<file path="src/rtl/bcd_to_bin_if.sv">
`default_nettype none
// ============================================================================
//  Module      : bcd_to_bin_if
//  Description : Handshake bundle for the packed-BCD to binary converter.
//                Carries the input word channel (valid/ready/bcd) and the
//                result channel (valid/ready/bin/err).
//  Revision    : 1.0 - initial release
// ============================================================================
interface bcd_to_bin_if #(
  parameter int DIGITS = 4,
  parameter int BIN_W  = 14
);

  // Input word channel
  logic                  in_valid;
  logic                  in_ready;
  logic [4*DIGITS-1:0]   in_bcd;

  // Result channel
  logic                  out_valid;
  logic                  out_ready;
  logic [BIN_W-1:0]      out_bin;
  logic                  out_err;

  // Producer/consumer side of the converter
  modport master (
    output in_valid,
    output in_bcd,
    input  in_ready,
    input  out_valid,
    input  out_bin,
    input  out_err,
    output out_ready
  );

  // Converter side
  modport slave (
    input  in_valid,
    input  in_bcd,
    output in_ready,
    output out_valid,
    output out_bin,
    output out_err,
    input  out_ready
  );

endinterface : bcd_to_bin_if
`default_nettype wire

</file>
<file path="src/rtl/bcd_to_bin.sv">
`default_nettype none
// ============================================================================
//  Module      : bcd_to_bin
//  Description : Sequential packed-BCD to binary converter. Accepts a
//                DIGITS-digit packed BCD word, folds it in most-significant
//                digit first (acc = acc*10 + digit, one digit per cycle) and
//                returns the binary value plus an illegal-nibble flag.
//  Revision    : 1.0 - initial release
// ============================================================================
module bcd_to_bin #(
  parameter int DIGITS = 4,   // 1..4
  parameter int BIN_W  = 14   // 2**BIN_W > 10**DIGITS - 1
) (
  input  wire logic   clk,
  input  wire logic   reset,
  bcd_to_bin_if.slave bus
);

  // Digit index register width and the index of the most-significant digit
  localparam int                c_idx_w    = (DIGITS > 1) ? $clog2(DIGITS) : 1;
  localparam logic [c_idx_w-1:0] c_idx_last = c_idx_w'(DIGITS - 1);

  typedef enum logic [1:0] {
    IDLE = 2'd0,
    CONV = 2'd1,
    DONE = 2'd2
  } state_e;

  state_e                state_q,   state_d;
  logic [4*DIGITS-1:0]   bcd_q,     bcd_d;
  logic [BIN_W-1:0]      acc_q,     acc_d;
  logic [c_idx_w-1:0]    idx_q,     idx_d;
  logic                  err_q,     err_d;
  logic [BIN_W-1:0]      out_bin_q, out_bin_d;
  logic                  out_err_q, out_err_d;

  logic [DIGITS-1:0]     nib_bad;
  logic                  in_err;
  logic [3:0]            cur_digit;
  logic [BIN_W-1:0]      acc_x10;
  logic [BIN_W-1:0]      acc_next;

  // Flag every incoming nibble above 9; the word is illegal if any is.
  generate
    for (genvar k = 0; k < DIGITS; k++) begin : g_nib_chk
      assign nib_bad[k] = (bus.in_bcd[4*k +: 4] > 4'd9);
    end
  endgenerate

  assign in_err = |nib_bad;

  // Select the digit addressed by the current index from the captured word.
  always_comb begin
    cur_digit = 4'd0;
    for (int k = 0; k < DIGITS; k++) begin
      if (idx_q == c_idx_w'(k)) begin
        cur_digit = bcd_q[4*k +: 4];
      end
    end
  end

  // Multiply-by-ten as two shifts and an add, then fold in the digit.
  assign acc_x10  = (acc_q << 3) + (acc_q << 1);
  assign acc_next = acc_x10 + BIN_W'(cur_digit);

  // Next-state and datapath update for the IDLE -> CONV -> DONE sequence.
  always_comb begin
    state_d   = state_q;
    bcd_d     = bcd_q;
    acc_d     = acc_q;
    idx_d     = idx_q;
    err_d     = err_q;
    out_bin_d = out_bin_q;
    out_err_d = out_err_q;

    case (state_q)
      IDLE: begin
        // in_ready is implied by being in IDLE
        if (bus.in_valid) begin
          bcd_d   = bus.in_bcd;
          acc_d   = '0;
          idx_d   = c_idx_last;
          err_d   = in_err;
          state_d = CONV;
        end
      end

      CONV: begin
        // Illegal digits are still accumulated; the result is masked below.
        acc_d = acc_next;
        if (idx_q == '0) begin
          idx_d     = c_idx_last;
          out_bin_d = err_q ? '0 : acc_next;
          out_err_d = err_q;
          state_d   = DONE;
        end else begin
          idx_d = idx_q - c_idx_w'(1);
        end
      end

      DONE: begin
        // Results stay on out_bin/out_err after the transfer until the next DONE.
        if (bus.out_ready) begin
          state_d = IDLE;
        end
      end

      default: begin
        state_d = IDLE;
      end
    endcase
  end

  // State and datapath registers; reset drops any conversion in flight.
  always_ff @(posedge clk) begin
    if (reset) begin
      state_q   <= IDLE;
      bcd_q     <= '0;
      acc_q     <= '0;
      idx_q     <= c_idx_last;
      err_q     <= 1'b0;
      out_bin_q <= '0;
      out_err_q <= 1'b0;
    end else begin
      state_q   <= state_d;
      bcd_q     <= bcd_d;
      acc_q     <= acc_d;
      idx_q     <= idx_d;
      err_q     <= err_d;
      out_bin_q <= out_bin_d;
      out_err_q <= out_err_d;
    end
  end

  // Handshake outputs decode the state register only, so neither in_valid
  // nor out_ready has a combinational path to any output.
  assign bus.in_ready  = (state_q == IDLE);
  assign bus.out_valid = (state_q == DONE);
  assign bus.out_bin   = out_bin_q;
  assign bus.out_err   = out_err_q;

endmodule : bcd_to_bin
`default_nettype wire

</file>
<file path="src/flat_wrapper.sv">
// flat-port wrapper written by rule: the top's interface ports become plain ports
module bcd_to_bin_flat 
#(
  parameter int DIGITS = 4,          
  parameter int BIN_W  = 14                               
)
  (clk, reset, bus_in_valid, bus_in_bcd, bus_in_ready, bus_out_valid, bus_out_bin, bus_out_err, bus_out_ready);
  bcd_to_bin_if #(.DIGITS(DIGITS), .BIN_W(BIN_W)) bus_i ();
  input  wire logic clk;
  input  wire logic reset;
  input wire logic [$bits(bus_i.in_valid)-1:0] bus_in_valid;
  input wire logic [$bits(bus_i.in_bcd)-1:0] bus_in_bcd;
  output wire logic [$bits(bus_i.in_ready)-1:0] bus_in_ready;
  output wire logic [$bits(bus_i.out_valid)-1:0] bus_out_valid;
  output wire logic [$bits(bus_i.out_bin)-1:0] bus_out_bin;
  output wire logic [$bits(bus_i.out_err)-1:0] bus_out_err;
  input wire logic [$bits(bus_i.out_ready)-1:0] bus_out_ready;
  assign bus_i.in_valid = bus_in_valid;
  assign bus_i.in_bcd = bus_in_bcd;
  assign bus_in_ready = bus_i.in_ready;
  assign bus_out_valid = bus_i.out_valid;
  assign bus_out_bin = bus_i.out_bin;
  assign bus_out_err = bus_i.out_err;
  assign bus_i.out_ready = bus_out_ready;
  bcd_to_bin #(.DIGITS(DIGITS), .BIN_W(BIN_W)) u_core (.clk(clk), .reset(reset), .bus(bus_i));
endmodule
</file>
<file path="config.mk">
export PLATFORM = sky130hd
export DESIGN_NAME = bcd_to_bin_flat
export DESIGN_NICKNAME = d
export VERILOG_FILES = /design/src/rtl/bcd_to_bin_if.sv /design/src/rtl/bcd_to_bin.sv /design/src/flat_wrapper.sv
export SDC_FILE = /design/constraint.sdc
export NUM_CORES = 1
export LEC_CHECK = 0
export BUFFER_PORTS_ARGS = -buffer_cell sky130_fd_sc_hd__buf_2
export CAP_MARGIN = 40
export CORE_MARGIN = 3
export CORE_UTILIZATION = 57
export DETAILED_ROUTE_END_ITERATION = 10
export HOLD_SLACK_MARGIN = 0.05
export PLACE_DENSITY_LB_ADDON = 0.12
export SLEW_MARGIN = 20
export SYNTH_ARGS = -nofsm -noshare
export SYNTH_HDL_FRONTEND = slang
export SYNTH_SLANG_ARGS = --single-unit
</file>
<file path="constraint.sdc">
create_clock -name clk -period 4.04 [get_ports clk]
set_clock_uncertainty 0.15 [all_clocks]
set_input_delay 0.606 -clock clk [delete_from_list [all_inputs] [get_ports clk]]
set_output_delay 0.606 -clock clk [all_outputs]
set_load 0.01 [all_outputs]
</file>
==> key figures, run 1 <==
Synthesis
  – Number of flops mapped to enable cells by yosys: 0
  – Synth Cell Area: between 0.002 and 0.003 mm²
  – Top_reg_cell synth: dfxtp_1
  – Synth Area per Inst: ~8.2 µm²
  – Post-Syn Nets: between 300 and 400
  – Distinct cells, synth: 39
  – Most common cell in the netlist: nand2_1
  – Yosys reg bits: approximately 50
  – Main area contributors after synthesis: dfxtp_1 37%, ha_1 12%, a21oi_1 8.5%, nand2_1 7.7%, nor2_1 3.8%
  – Warnings, synthesis: 0
  – Cells after Synth: about 320
  – Synth area leader: dfxtp_1
  – Commonest cells post-synth: 54 x nand2_1, 49 x dfxtp_1, 45 x a21oi_1
  – Post-synth ARST share: 0%
  – Sequential share of the synthesized area: 37.0%
  – Top cell type's share of synthesized area: a little under two fifths

Global route
  – Vias in the first global route: around 2000
  – Initial antenna violation count: 0
  – Largest net degree at the start of global routing: 45
  – GRT Overall Usage: about 22%
  – First-pass GRT wire length: 9.52 mm
  – Total gr overflow: 0

Worst setup path
  – CP max FO: 8
  – Crit. End Element: flip-flop
  – Startpoint types: flip-flop
  – R2R depth: 17
  – WP data arrival: between 3 and 4 ns
  – Crit path kind: flip-flop to flip-flop
  – CP required: slightly above 4 ns

Pwr
  – Clock share of power: 40.2%
  – Switching Fraction: about a quarter
  – Pwr Density: 345 mW/mm²
  – Switching power total: approximately 250 µW
  – Lkg Pwr: 0.00135 µW
  – VDD IR max: 0.215 mV
  – Reg power frac: around 50%
  – Int Power: 778 µW
  – Logic gate share of total power: approximately 10%
  – Tot Pwr: about 1000 µW

Floorplan
  – Row count: 24
  – Starting Density: 60.0%
  – Area of the die: roughly 0.0055 mm²
  – Die W: between 70 and 80 µm
  – Core ar.: approximately 0.0044 mm²
  – Top-level port count: 37
  – Die H: about 74 µm

Layout
  – Reg area: 981 µm²
  – Final net count: slightly below 400
  – Multi-input gate area: between 0.0015 and 0.002 mm²
  – Number of diodes: 0
  – Final Util: about two thirds
  – FILL cells: approximately 380
  – Share of cells above drive strength 1: about 15%
  – Area growth syn-to-layout: 12.1%

Clock network
  – CTS clk-pin slew, worst paths: 0.09 ns
  – CTS sink count: 49
  – TritonCTS clock tree: done
  – H-tree depth: 2
  – CTS Hold Buffers Added: 0
  – CTS Buf Count: 5
  – Resized Gates After CTS: 0
  – Maximum clock insertion buffer count: 2
  – Root Driver: clkbuf_8
  – Setup bufs post-CTS: 0
  – Clock Latency Late Sink: between 0.3 and 0.4 ns

STA
  – Slew @ Worst Pin: ~0.84 ns
  – Tmin final: roughly 3.7 ns
  – Pins Over Slew Limit: 0
  – Slew margin rel.: between 40% and 50%
  – Fmax: 272 MHz
  – Final Hold Viols: 0
  – Final setup viols: 0
  – Fin Setup TNS: 0 ns
  – Final WS setup: around 0.36 ns
  – Fin crit share: between 90 and 100%
  – RSZ-0062 raised after global routing: false

Drt
  – DR WL/cell: roughly 15 µm
  – Iter 0 DRT Violations: ~170
  – Post-Route WL: 5.83 mm
  – Routed Antenna Nets: 0
  – DR pass1 iterations: 4
  – Vias after detailed routing: 2339
  – # DRC: 0
  – Vias/cell: between 5 and 6

Placed design
  – Worst slack, placed: 0.331 ns
  – Gp weighted congestion: about 0.90
  – HPWL Detailed: between 4 and 5 mm
  – IO Port Bufs: 36

Run status
  – Status: complete, no violations

Min path
  – HP Class: flip-flop to flip-flop
  – Hold path depth: 2

Run
  – Max Cap Viol: 0
==> through the flow <==
| step | area [µm²] | hold slack, ns | std cells |
|---|---|---|---|
| 6_report | 2970 | 0.312 | 399 |
| 4_1_cts | 2970 | 0.312 | 399 |
| 3_3_place_gp | 2820 | 0.299 | 390 |
| 2_1_floorplan | 2650 | 0.286 | 322 |
| 3_5_place_dp | 2830 | 0.298 | 391 |
| 5_1_grt | 2970 | 0.333 | 399 |
==> worst max-delay path: stages, from the launching register on <==
cell and delay (ns):
dfxtp_1 0.39, inv_1 0.10, ha_2 0.24, nand2_1 0.08, nor2_1 0.04, a21oi_1 0.14, nor2_1 0.06, a21oi_1 0.11
o21ai_0 0.10, fa_1 0.52, inv_1 0.06, fa_1 0.49, nor2b_4 0.14, o31a_4 0.14, nor3_2 0.04, o31a_1 0.31
or4_1 0.40, nand3_1 0.09
==> layout make-up <==
type | count | share of cell area, %
inverters | 6 | 0.759
multi-input cells | 246 | 52.7
clock inverters | 3 | 2.19
clock buffers | 5 | 2.32
repair buffers | 38 | 6.83
well taps | 52 | 2.19
flip-flops and latches | 49 | 33.0
==> cells in the final DEF, fill, tap and decap left out, types with 3 or more instances in the layout <==
master,count
nand2_1,54
dfxtp_1,49
a21oi_1,45
buf_2,36
nor2_1,27
ha_1,25
nand3_1,10
nand4_1,10
o21ai_0,9
xnor2_1,9
inv_1,6
a22o_1,6
clkbuf_8,5
a21o_1,4
nor3_1,4
or4_1,4
nand2b_1,3
a31oi_1,3
o21a_1,3
a22oi_1,3
==> flip-flops by register name, indices dropped and copies added, names as in the netlist <==
register and cells:
u_core.acc_q 13, u_core.bcd_q 16, u_core.bus.out_bin 14, u_core.bus.out_err 1, u_core.err_q 1, u_core.idx_q 2
u_core.state_q 2
==> routing by layer <==
layer,vias up,wire [µm],GRT usage [%]
li1,1180,-,-
met2,49,2640,34.8
met5,-,0,0
met3,9,244,2.97
met4,0,80,6.84
met1,1101,2870,31.5
==> cell families after synthesis <==
family | after synthesis | share of synthesized area [%]
AO/OA/AOI/OAI | 85 | 20.3
XOR/XNOR | 11 | 3.64
adder cells (fa/ha/maj) | 28 | 13.8
buffers and inverters | 27 | 4.02
flip-flops | 49 | 37.0
AND/OR/NAND/NOR | 122 | 21.3
==> final timing paths <==
kind	slack, ns	startpoint	endpoint
worst min-delay path	0.31	u_core.bcd_q[6]	u_core.bcd_q[6]
worst min register to register	0.31	u_core.bcd_q[6]	u_core.bcd_q[6]
worst max-delay path	0.36	u_core.idx_q[0]	u_core.acc_q[10]
worst max register to register	0.36	u_core.idx_q[0]	u_core.acc_q[10]
==> power by group through the flow <==
| stage | Combinational, µW | Clock [µW] | Sequential, µW |
|---|---|---|---|
| final | 102 | 412 | 510 |
| after global routing | 115 | 432 | 512 |
| after CTS | 102 | 415 | 510 |
| after detailed placement | 101 | 0 | 521 |
| after global placement | 96.6 | 0 | 520 |
| after floorplan | 72.9 | 0 | 515 |
No activity file was read; power rests on OpenSTA's default activity.
==> run 2, diff against run 1 <==
- CORE_UTILIZATION: 57 -> 60
- CTS_BUF_LIST: not set -> sky130_fd_sc_hd__clkbuf_16
- PLACE_DENSITY: not set -> 0.87
- PLACE_DENSITY_LB_ADDON: 0.12 -> not set
- clock period: 4.04 -> 4.3 ns (I/O delays scaled with it)
==> run 2 against run 1 <==
Compared with the run above: power shrank 7.6%; flip-flop and latch count did not move; critical path depth is the same; via count rose by 1.6%; global-route usage grew 2.2 points; die area is 4.6% lower; largest cell class unchanged; largest power group unchanged; highest routed layer unchanged.
==> key figures, run 2 (same netlist as run 1, synthesis figures left out) <==
Clock network
  – Setup bufs post-CTS: 0 (unchanged)
  – TritonCTS clock tree: done (unchanged)
  – Resized Gates After CTS: 0 (unchanged)
  – Maximum clock insertion buffer count: 2 (unchanged)
  – Root Driver: clkbuf_16 (was clkbuf_8)
  – CTS sink count: 49 (unchanged)
  – H-tree depth: 2 (unchanged)
  – CTS clk-pin slew, worst paths: 0.06 ns (was 0.09 ns)
  – CTS Buf Count: 5 (unchanged)
  – Clock Latency Late Sink: 0.29 ns (was 0.31 ns)
  – CTS Hold Buffers Added: 0 (unchanged)

Worst setup path
  – Crit path kind: flip-flop to flip-flop (unchanged)
  – WP data arrival: 3.88 ns (was 3.78 ns)
  – CP max FO: 8 (unchanged)
  – Startpoint types: flip-flop (unchanged)
  – Slowest Stage Delay on Critical Path: 0.52 ns (about the same)
  – Cell Chain, Critical Path: inv_1, ha_1, nand2_1, nor2_1, a21oi_1, nor2_1, a21oi_1, o21ai_0, fa_1, inv_1, fa_1, nor2b_4, o31a_4, nor3_2, o31a_1, or4_1, nand3_1 (was inv_1, ha_2, nand2_1, nor2_1, a21oi_1, nor2_1, a21oi_1, o21ai_0, fa_1, inv_1, fa_1, nor2b_4, o31a_4, nor3_2, o31a_1, or4_1, nand3_1)
  – Crit-path slowest cell: fa_1 (unchanged)
  – Crit. End Element: flip-flop (unchanged)
  – CP required: 4.38 ns (was 4.14 ns)
  – R2R depth: 17 (unchanged)

Drt
  – # DRC: 0 (unchanged)
  – Post-Route WL: 6.04 mm (was 5.83 mm)
  – DR pass1 iterations: 4 (unchanged)
  – Vias/cell: 5.99 (was 5.86)
  – DR WL/cell: 15.2 µm (was 14.6 µm)
  – Routed Antenna Nets: 0 (unchanged)
  – Vias after detailed routing: 2377 (was 2339)
  – Iter 0 DRT Violations: 173 (was 168)

STA
  – Slew @ Worst Pin: 0.790 ns (was 0.843 ns)
  – Slew margin rel.: 47.3% (was 43.8%)
  – Final setup viols: 0 (unchanged)
  – Tmin final: 3.81 ns (was 3.68 ns)
  – Fin Setup TNS: 0 ns (unchanged)
  – Fin crit share: 88.5% (was 91.0%)
  – Fin Hold WS: 0.309 ns (was 0.312 ns)
  – Pins Over Slew Limit: 0 (unchanged)
  – Fmax: 263 MHz (was 272 MHz)
  – RSZ-0062 raised after global routing: false (unchanged)
  – Final Hold Viols: 0 (unchanged)

Pwr
  – Reg power frac: 50.7% (was 49.8%)
  – Pwr Density: 319 mW/mm² (was 345 mW/mm²)
  – Switching Fraction: 24.9% (was 24.0%)
  – VDD IR max: 0.254 mV (was 0.215 mV)
  – Int Power: 711 µW (was 778 µW)
  – Switching power total: 235 µW (was 245 µW)
  – Clock share of power: 39.3% (was 40.2%)
  – Logic gate share of total power: 10.0% (about the same)
  – Lkg Pwr: 0.00135 µW (about the same)

Placed design
  – HPWL Detailed: 4.36 mm (was 4.24 mm)
  – Placed cell areas: 0.00283 mm² (about the same)
  – Cell Count Post-Placement: 389 (was 391)
  – IO Port Bufs: 36 (unchanged)
  – Gp weighted congestion: 0.891 (was 0.896)

Global route
  – First-pass GRT wire length: 10.3 mm (was 9.52 mm)
  – Vias in the first global route: 2258 (was 2029)
  – Total gr overflow: 0 (unchanged)
  – GRT Overall Usage: 24.4% (was 22.1%)
  – Largest net degree at the start of global routing: 45 (unchanged)
  – Initial antenna violation count: 0 (unchanged)

Run
  – Max Cap Viol: 0 (unchanged)

Floorplan
  – Die W: 72.4 µm (was 74.2 µm)
  – Row count: 23 (was 24)
  – Core ar.: 0.00412 mm² (was 0.00441 mm²)
  – Starting Density: 64.4% (was 60.0%)
  – Top-level port count: 37 (unchanged)
  – Die H: 72.4 µm (was 74.2 µm)
  – Area of the die: 0.00525 mm² (was 0.00550 mm²)

Layout
  – Most common cell after layout, fill and taps aside: nand2_1 (unchanged)
  – Number of diodes: 0 (unchanged)
  – Final net count: 394 (unchanged)
  – Area growth syn-to-layout: 12.0% (was 12.1%)
  – Most frequent cells in the layout: 54 x nand2_1, 49 x dfxtp_1, 45 x a21oi_1 (unchanged)
  – Finished Cell Area: 0.00297 mm² (about the same)
  – Post-route insts no fill: 397 (was 399)
  – Biggest register: u_core.bcd_q (unchanged)
  – Number of flip-flops under the largest register name: 16 (unchanged)
  – Share of cells above drive strength 1: 14.1% (was 15.0%)

Min path
  – Hold path depth: 2 (unchanged)
  – HP Class: flip-flop to flip-flop (unchanged)

Run status
  – Status: complete, no violations (unchanged)
==> run 2: changes by cell type in the layout (fill, tap and decap cells not counted), sizes merged <==
cell,delta
bufinv,-2
clkinv,+2
==> run 2: stage by stage <==
stage | util, % | total power (µW) | setup WS [ns]
4_1_cts | 72.1 | 948 | 0.509
3_5_place_dp | 68.8 | 583 | 0.572
6_report | 72.1 | 946 | 0.495
2_1_floorplan | - | 553 | 0.756
5_1_grt | 72.1 | 981 | 0.260
3_3_place_gp | 68.4 | 578 | 0.695
==> run 2: path summary, 6_finish.rpt <==
path | end | startpoint | slack (ns)
min reg2reg | u_core.bcd_q[7] | u_core.bcd_q[7] | 0.31
max reg2reg | u_core.acc_q[10] | u_core.idx_q[0] | 0.49
max | u_core.acc_q[10] | u_core.idx_q[0] | 0.49
min | u_core.bcd_q[7] | u_core.bcd_q[7] | 0.31
==> run 2: critical path: cells and delay by family, from the launching register on <==
kind            cells  cell delay (ns)
fa+ha+maj           3             1.29
simple gates        7             0.93
compound gates      5             0.82
flops               1             0.38
buf+inv             2             0.16
==> run 2: area by class of cell <==
cell class	count	area, µm²
Multi-Input combinational cell	246	1560
Clock inverter	3	12.5
Clock buffer	5	125
Fill cell	336	1150
Tap cell	50	62.6
Timing Repair Buffer	38	203
Sequential cell	49	981
Inverter	6	22.5
==> run 2: power groups by stage <==
stage,clock (µW),combinational [µW],sequential [µW]
after global routing,393,107,481
after global placement,0,89.2,489
after CTS,375,94.3,479
final,372,95.0,479
after floorplan,0,68.5,484
after detailed placement,0,93.4,489
==> run 2: metal layers <==
layer | routed length, µm | GRT usage [%]
met5 | 0 | 0
met2 | 2860 | 41.7
met3 | 332 | 4.29
met4 | 64 | 5.74
met1 | 2790 | 32.0
